--- src/rtl/sync_fifo_core.sv ---
// sync_fifo_core: single-clock FIFO with FWFT or registered read output; define SYNC_FIFO_CORE_ERR_FLAGS_EN for sticky overflow/underflow flags
module sync_fifo_core #(
  parameter int P_DATA_WIDTH = 8,
  parameter int P_ADDR_WIDTH = 4,
  parameter bit P_FWFT       = 1'b1
) (
  input  logic                    clk_i,
  input  logic                    rst_ni,
  input  logic                    wr_i,
  input  logic [P_DATA_WIDTH-1:0] data_i,
  input  logic                    rd_i,
  output logic [P_DATA_WIDTH-1:0] data_o,
  output logic [P_ADDR_WIDTH:0]   fill_level_o,
  output logic                    empty_o,
`ifdef SYNC_FIFO_CORE_ERR_FLAGS_EN
  output logic                    full_o,
  output logic                    overflow_o,
  output logic                    underflow_o
`else
  output logic                    full_o
`endif
);
  localparam int L_DEPTH = 2 ** P_ADDR_WIDTH;
  localparam logic [P_ADDR_WIDTH:0] L_FULL_LVL = (P_ADDR_WIDTH + 1)'(L_DEPTH);
  localparam logic [P_ADDR_WIDTH:0] L_LVL_ONE = (P_ADDR_WIDTH + 1)'(1);
  localparam logic [P_ADDR_WIDTH-1:0] L_PTR_ONE = P_ADDR_WIDTH'(1);
  logic [P_DATA_WIDTH-1:0] r_mem [L_DEPTH];
  logic [P_ADDR_WIDTH-1:0] r_wr_ptr;
  logic [P_ADDR_WIDTH-1:0] r_rd_ptr;
  logic [P_ADDR_WIDTH:0]   r_level;
  logic                    r_empty;
  logic                    r_full;
  logic                    w_wr_acc;
  logic                    w_rd_acc;
  logic [P_ADDR_WIDTH:0]   w_level_nxt;
  assign w_wr_acc     = wr_i & ~r_full;
  assign w_rd_acc     = rd_i & ~r_empty;
  assign fill_level_o = r_level;
  assign empty_o      = r_empty;
  assign full_o       = r_full;
  // Next fill level: a simultaneous push and pop cancel out
  always_comb begin
    w_level_nxt = (w_wr_acc & ~w_rd_acc) ? r_level + L_LVL_ONE :
                  (w_rd_acc & ~w_wr_acc) ? r_level - L_LVL_ONE : r_level;
  end
  // Pointers, level and flags; flags come from the next level so they line up with fill_level_o
  always_ff @(posedge clk_i or negedge rst_ni) begin
    if (!rst_ni) begin
      r_wr_ptr <= '0;
      r_rd_ptr <= '0;
      r_level  <= '0;
      r_empty  <= 1'b1;
      r_full   <= 1'b0;
    end else begin
      if (w_wr_acc) r_wr_ptr <= r_wr_ptr + L_PTR_ONE;
      if (w_rd_acc) r_rd_ptr <= r_rd_ptr + L_PTR_ONE;
      r_level <= w_level_nxt;
      r_empty <= (w_level_nxt == '0);
      r_full  <= (w_level_nxt == L_FULL_LVL);
    end
  end
  // Storage is deliberately not reset so it maps onto plain RAM
  always_ff @(posedge clk_i) begin
    if (w_wr_acc) r_mem[r_wr_ptr] <= data_i;
  end
  if (P_FWFT) begin : g_fwft
    assign data_o = r_mem[r_rd_ptr];
  end else begin : g_reg
    logic [P_DATA_WIDTH-1:0] r_data;
    // Registered read: head word captured on an accepted pop, held otherwise
    always_ff @(posedge clk_i or negedge rst_ni) begin
      if (!rst_ni) r_data <= '0;
      else if (w_rd_acc) r_data <= r_mem[r_rd_ptr];
    end
    assign data_o = r_data;
  end
`ifdef SYNC_FIFO_CORE_ERR_FLAGS_EN
  // Sticky error flags, cleared only by reset
  always_ff @(posedge clk_i or negedge rst_ni) begin
    if (!rst_ni) begin
      overflow_o  <= 1'b0;
      underflow_o <= 1'b0;
    end else begin
      if (wr_i & r_full) overflow_o <= 1'b1;
      if (rd_i & r_empty) underflow_o <= 1'b1;
    end
  end
`endif
endmodule

--- config.mk ---
export PLATFORM = sky130hd
export DESIGN_NAME = sync_fifo_core
export DESIGN_NICKNAME = d
export VERILOG_FILES = /design/src/rtl/sync_fifo_core.sv
export SDC_FILE = /design/constraint.sdc
export NUM_CORES = 1
export LEC_CHECK = 0
export ABC_AREA = 0
export BUFFER_PORTS_ARGS = -buffer_cell sky130_fd_sc_hd__buf_4
export CORE_ASPECT_RATIO = 0.8
export CORE_MARGIN = 4
export CORE_UTILIZATION = 30
export DETAILED_ROUTE_END_ITERATION = 7
export SYNTH_ARGS = -nofsm -noshare
export SYNTH_HDL_FRONTEND = slang
export SYNTH_SLANG_ARGS = --single-unit
--- constraint.sdc ---
create_clock -name clk_i -period 2 [get_ports clk_i]
set_clock_uncertainty 0.1 [all_clocks]
set_input_delay 0.2 -clock clk_i [delete_from_list [all_inputs] [get_ports clk_i]]
set_output_delay 0.2 -clock clk_i [all_outputs]
set_load 0.05 [all_outputs]
==> reports/results.ini, run 1 <==
[worst_setup_path]
startpoint_type=flop
cp_num_buf_inv=3
end_kind=output port
crit_type=reg -> out
slowest_stage=mux4_2
crit_chain=buf_12 -> buf_12 -> mux4_2 -> a22oi_2 -> nand2_1 -> buf_6
worstPathMaxFanout=6
cpMostUsedCell=buf_12
cp_data_arrival_time_ps=2060
r2r_start=empty_o
worstPathRequired_ps=1700
cp-startpoint=r_rd_ptr[0]
slowest_delay_ps=510
crit_family=multiplexers

[drt]
avgRoutedWirePerCell_um=19.5
drt_first_pass_iters=4
vias_per_cell=4.59
vias=2930
finalWirelength_mm=12.5
drt_iter0_drc=249
antenna_left=0
drc=0

[clock_tree]
cts_max_level=4
clock_path_buffers=2
numCtsBuffers=17
cts.sinks=143
cts_tree=built
clock_latency_ps=420
ctsRootBufferMaster=clkbuf_16
path_clk_slew_ps=60

[synthesis]
ys_seq_area_frac=0.727
synth_compound_area_frac=0.0311
synth_simple_gate_area_frac=0.0584
synth-edff-count=128
synth.distinct_cells=41
syn_avg_cell_area_sq_um=19.8
synth_area_sq_mm=0.00580
syn-num-nets=312
synth_top_family_by_area=multiplexers
ys_warn_count=0
synth-async-reset-ratio=0.105
yosys.area_share.xor_xnor=0.0164
synthCells=293
synth-adder-area-share=0.0151
ys_ff_latch=143
synthMuxAreaShare=0.129
yosys_most_used_dff=edfxtp_1

[placed_design]
post-place-ws_ps=-10.4
place_congestion=0.785
dpl.hpwl_mm=7.88
dp.cells=594
portBuffers=26

[die]
rows=45
die_y_um=132
die_area_sq_mm=0.0216
initial_core_util=0.306
die-width_um=163
io-pin-count=27
core_area_sq_mm=0.0190

[cells_and_area]
stdcell_count=639
layout-drive-gt1-share=0.391
final_core_util=0.389
multiInputGateArea_sq_mm=0.00150
area_delta_synth_final_pct=27.1
final_common_cell=edfxtp_1
diodes=0
fillers=1750
layout_common_cells=edfxtp_1, buf_4, mux4_2
fin_nets=387
area.sequential_sq_mm=0.00422

[power]
swShare=0.341
power.net_switching_mw=4.03
power.internal_mw=7.81
power.density_mw_per_mm2=1610
p_leak_nw=2.53
peakVddDrop_mv=2.11
p_seq_frac=0.330
pwr-share-clk=0.279
combinationalPowerShare=0.392

[grt]
grt_pass1_wl_mm=19.6
grt_use_total=0.125
grt_max_degree=36
grt_pass1_vias=3200
gr-total-overflow=0
antenna_found_initial=1

[timing]
setup_ws_ps=-365
rsz0062_at_grt=true
finalCritPeriodShare=1.18
max_slew_margin=0.531
timing.hold.ws_ps=18.9
fmax_ghz=0.423
slew_violations=0
setup_tns_ps=-2690
final-hold-violation-count=0
finalCriticalPeriod_ps=2360
worst_pin_slew_ps=700
report.final.setup_viol=8

[outcome]
violations=negative setup slack
outcome=complete, but fails checks

[flow_run]
max_cap_violations=0

[worst_hold_path]
hp-class=in -> reg
min_from=data_i[4]

==> power by group through the flow <==
stage	registers [mW]	logic, mW	clock network, mW
after floorplan	4.13	2.59	0
after global placement	3.95	3.97	0
after detailed placement	3.97	4.00	0
after CTS	3.90	4.66	3.37
after global routing	3.95	4.96	3.50
final	3.90	4.64	3.30
==> Yosys cell counts, types with 2 or more instances <==
library cell     instances  share of area
edfxtp_1               128           0.66
mux4_2                  24          0.093
and2_1                  17          0.018
nand2_1                 17          0.011
a22oi_1                 16          0.021
dfrtp_1                 14          0.060
mux4_1                   8          0.036
xnor2_1                  8          0.012
ha_1                     7          0.015
inv_1                    4         0.0026
o21ai_0                  4         0.0035
buf_4                    3         0.0039
buf_6                    3         0.0058
nand3_1                  3         0.0026
nor2_1                   3         0.0019
nor2b_1                  3         0.0032
buf_2                    2         0.0017
clkbuf_1                 2         0.0013
clkdlybuf4s25_2          2         0.0035
nand4_1                  2         0.0022
nor3_1                   2         0.0017
nor3b_1                  2         0.0026
==> stage by stage <==
stage | instance area [sq um] | total power, mW
final | 7370 | 11.8
after global routing | 7370 | 12.4
after CTS | 7380 | 11.9
after detailed placement | 6490 | 7.97
after global placement | 6490 | 7.92
after floorplan | 5800 | 6.72
==> registers in the layout (all words and copies together), names as in the netlist <==
signal / flops
empty_o: 1
r_rd_ptr: 4
r_mem: 128
full_o: 1
r_wr_ptr: 4
fill_level_o: 5
==> layout make-up <==
cell class / instances / area share
sequential: 143 / 0.573
clock buffer: 19 / 0.0587
multi-input combinational: 133 / 0.203
clock inverter: 13 / 0.0255
tap: 258 / 0.0438
timing repair buffer: 69 / 0.0943
inverter: 4 / 0.00204
==> kinds of logic after synthesis <==
logic type	Yosys count
buf+inv	17
mux	32
compound gates	25
xor+xnor	10
fa+ha+maj	7
simple gates	59
flops	143
==> per-layer routing <==
metal	share of wire	track usage	up-vias
li1	-	-	1330
met3	0.079	0.0435	16
met4	0.016	0.0447	2
met5	0.00056	0	-
met2	0.44	0.177	86
met1	0.46	0.178	1496
==> worst reg2reg max path: cells and delay by family (launching register included) <==
kind                      cells  cell delay [ps]
AOI/OAI and AO/OA             1              230
DFF                           1              550
and+or+nand+nor               3              500
xor gates and xnor gates      1              330
==> repair_timing <==
action | in CTS | in global routing
buffers inserted | 4 | 0
pin swaps | 13 | 10
hold buffers | 8 | 0
setup endpoints to repair | 8 | 8
gates cloned | 2 | 0
gates resized for setup | 30 | 10
hold endpoints to repair | 90 | 0
==> final timing paths <==
| path | end | slack (ps) | cells past startpoint |
|---|---|---|---|
| setup reg to reg | full_o | 160 | 5 |
| hold / removal | r_mem[7][4] | 20 | 1 |
| hold reg to reg | r_wr_ptr[3] | 440 | 1 |
| max in group asynchronous | empty_o | 1480 | 2 |
| setup / recovery | data_o[1] | -360 | 6 |
| min in group asynchronous | fill_level_o[4] | 70 | 2 |
Power figures use the tool's default switching activity.
==> run 2: changes to the inputs <==
--- a/config.mk
+++ b/config.mk
@@ -6,11 +6,13 @@
 export NUM_CORES = 1
 export LEC_CHECK = 0
 export ABC_AREA = 0
+export ABC_CLOCK_PERIOD_IN_PS = 2000
 export BUFFER_PORTS_ARGS = -buffer_cell sky130_fd_sc_hd__buf_4
 export CORE_ASPECT_RATIO = 0.8
 export CORE_MARGIN = 4
 export CORE_UTILIZATION = 30
 export DETAILED_ROUTE_END_ITERATION = 7
+export SETUP_SLACK_MARGIN = 0.4
 export SYNTH_ARGS = -nofsm -noshare
 export SYNTH_HDL_FRONTEND = slang
 export SYNTH_SLANG_ARGS = --single-unit
==> reports/results.ini, run 2 (synthesis gave the netlist of run 1 again) <==
[outcome]
outcome=complete, but fails checks  ; unchanged
violations=negative setup slack  ; unchanged

[die]
die_y_um=132  ; unchanged
initial_core_util=0.306  ; unchanged
rows=45  ; unchanged
core_area_sq_mm=0.0190  ; unchanged
die-width_um=163  ; unchanged
io-pin-count=27  ; unchanged
die_area_sq_mm=0.0216  ; unchanged

[worst_setup_path]
startpoint_type=flop  ; unchanged
worstPathMaxFanout=7  ; was 6
crit_type=reg -> out  ; unchanged
worstPathRequired_ps=1700  ; about the same
end_kind=output port  ; unchanged
cp_data_arrival_time_ps=2110  ; was 2060 ps

[timing]
finalCritPeriodShare=1.21  ; was 1.18
setup_tns_ps=-3110  ; was -2690 ps
rsz0062_at_grt=true  ; unchanged
worst_pin_slew_ps=682  ; was 700 ps
timing.hold.ws_ps=11.3  ; was 18.9 ps
setup_ws_ps=-410  ; was -365 ps
fmax_ghz=0.415  ; was 0.423 GHz
slew_violations=0  ; unchanged
report.final.setup_viol=8  ; unchanged
finalCriticalPeriod_ps=2410  ; was 2360 ps
max_slew_margin=0.545  ; was 0.531
final-hold-violation-count=0  ; unchanged

[cells_and_area]
layout_common_cells=edfxtp_1, buf_4, mux4_2  ; unchanged
finalInstanceArea_sq_mm=0.00758  ; was 0.00737 sq mm
diodes=0  ; unchanged
fin_nets=380  ; was 387
largest_register=r_mem  ; unchanged
final_common_cell=edfxtp_1  ; unchanged
largest_reg_flops=128  ; unchanged
layout-drive-gt1-share=0.513  ; was 0.391
area_delta_synth_final_pct=30.6  ; was 27.1%
final_core_util=0.399  ; was 0.389

[placed_design]
place_congestion=0.705  ; was 0.785
postPlaceCellArea_sq_mm=0.00659  ; was 0.00649 sq mm
portBuffers=26  ; unchanged
dpl.hpwl_mm=7.81  ; was 7.88 mm

[clock_tree]
cts.sinks=143  ; unchanged
path_clk_slew_ps=70  ; was 60 ps
cts_max_level=4  ; unchanged
clock_path_buffers=2  ; unchanged
cts_tree=built  ; unchanged
numCtsBuffers=17  ; unchanged
ctsRootBufferMaster=clkbuf_16  ; unchanged
clock_latency_ps=420  ; about the same

[drt]
drt_iter0_drc=212  ; was 249
drc=0  ; unchanged
finalWirelength_mm=13.0  ; was 12.5 mm
avgRoutedWirePerCell_um=20.5  ; was 19.5 um
drt_first_pass_iters=4  ; unchanged
vias=2944  ; was 2930
antenna_left=0  ; unchanged
vias_per_cell=4.66  ; was 4.59

[grt]
gr-total-overflow=0  ; unchanged
grt_pass1_wl_mm=19.4  ; was 19.6 mm
grtUsageMet2=0.188  ; was 0.177
grt-busiest-layer=met2  ; was met1
grt_use_total=0.124  ; was 0.125
gr-usage-met1=0.175  ; was 0.178
antenna_found_initial=0  ; was 1
grt_max_degree=19  ; was 36
grt_pass1_vias=3127  ; was 3200
gr-usage-met3=0.0397  ; was 0.0435

[power]
power.density_mw_per_mm2=1630  ; was 1610 mW/mm^2
peakVddDrop_mv=0.724  ; was 2.11 mV
p_leak_nw=2.56  ; was 2.53 nW
p_total_mw=12.4  ; was 11.8 mW

[flow_run]
max_cap_violations=0  ; unchanged

[worst_hold_path]
hp-class=in -> reg  ; unchanged

## run 2: changes by cell type in the layout (fill, tap and decap cells not counted), sizes merged, moves of 2 or more
cell      delta
inv          +7
clkinvlp     -2
clkbuf       -2
buf          -8
bufinv       -4
## run 2: routing by layer
layer / share of wire / up-vias
met5: 0 / -
met2: 0.48 / 71
met1: 0.46 / 1548
met3: 0.055 / 9
li1: - / 1316
met4: 0.0071 / 0
## run 2: where the power goes
part / internal, mW / leakage, nW / switching [mW]
Sequential: 3.69 / 1.33 / 0.325
Combinational: 2.47 / 0.947 / 2.84
Clock: 1.66 / 0.283 / 1.39
## run 2: final timing paths
check / from / to / slack [ps] / depth (start not counted)
worst min register to register: r_rd_ptr[3] / r_rd_ptr[3] / 440 / 1
worst max-delay path: r_rd_ptr[0] / data_o[5] / -410 / 7
max in group asynchronous: rst_ni / empty_o / 1470 / 2
worst min-delay path: data_i[6] / r_mem[15][6] / 10 / 1
min in group asynchronous: rst_ni / fill_level_o[4] / 80 / 2
worst max register to register: fill_level_o[0] / full_o / 270 / 4
## run 2: per-stage QoR
stage / cells / setup WS (ps)
5_1_grt: 632 / -492
2_1_floorplan: 293 / 207
3_3_place_gp: 574 / -8.96
3_5_place_dp: 574 / -35.1
6_report: 632 / -410
4_1_cts: 627 / -465
## run 2: what timing repair did
| item | CTS | global route |
|---|---|---|
| pin swaps | 15 | 15 |
| endpoints found under the setup margin | 134 | 105 |
| hold endpoints to repair | 115 | 0 |
| setup buffers | 11 | 5 |
| gates resized for setup | 26 | 13 |
| hold buffers | 8 | 0 |
| gates cloned | 2 | 0 |
## run 2: area by class of cell
type                            instances  area [sq um]
Clock inverter                         15           146
Clock buffer                           17           425
Tap cell                              258           323
Fill cell                            1723         11400
Inverter                                4          17.5
Sequential cell                       143          4230
Timing Repair Buffer                   62           658
Multi-Input combinational cell        133          1780
## run 2: critical path: stages, from the launching register on
cell and delay, ps:
dfrtp_2 440, buf_12 150, buf_12 120, buf_16 140, mux4_2 420, a22oi_2 220
nand2_4 60, buf_6 150
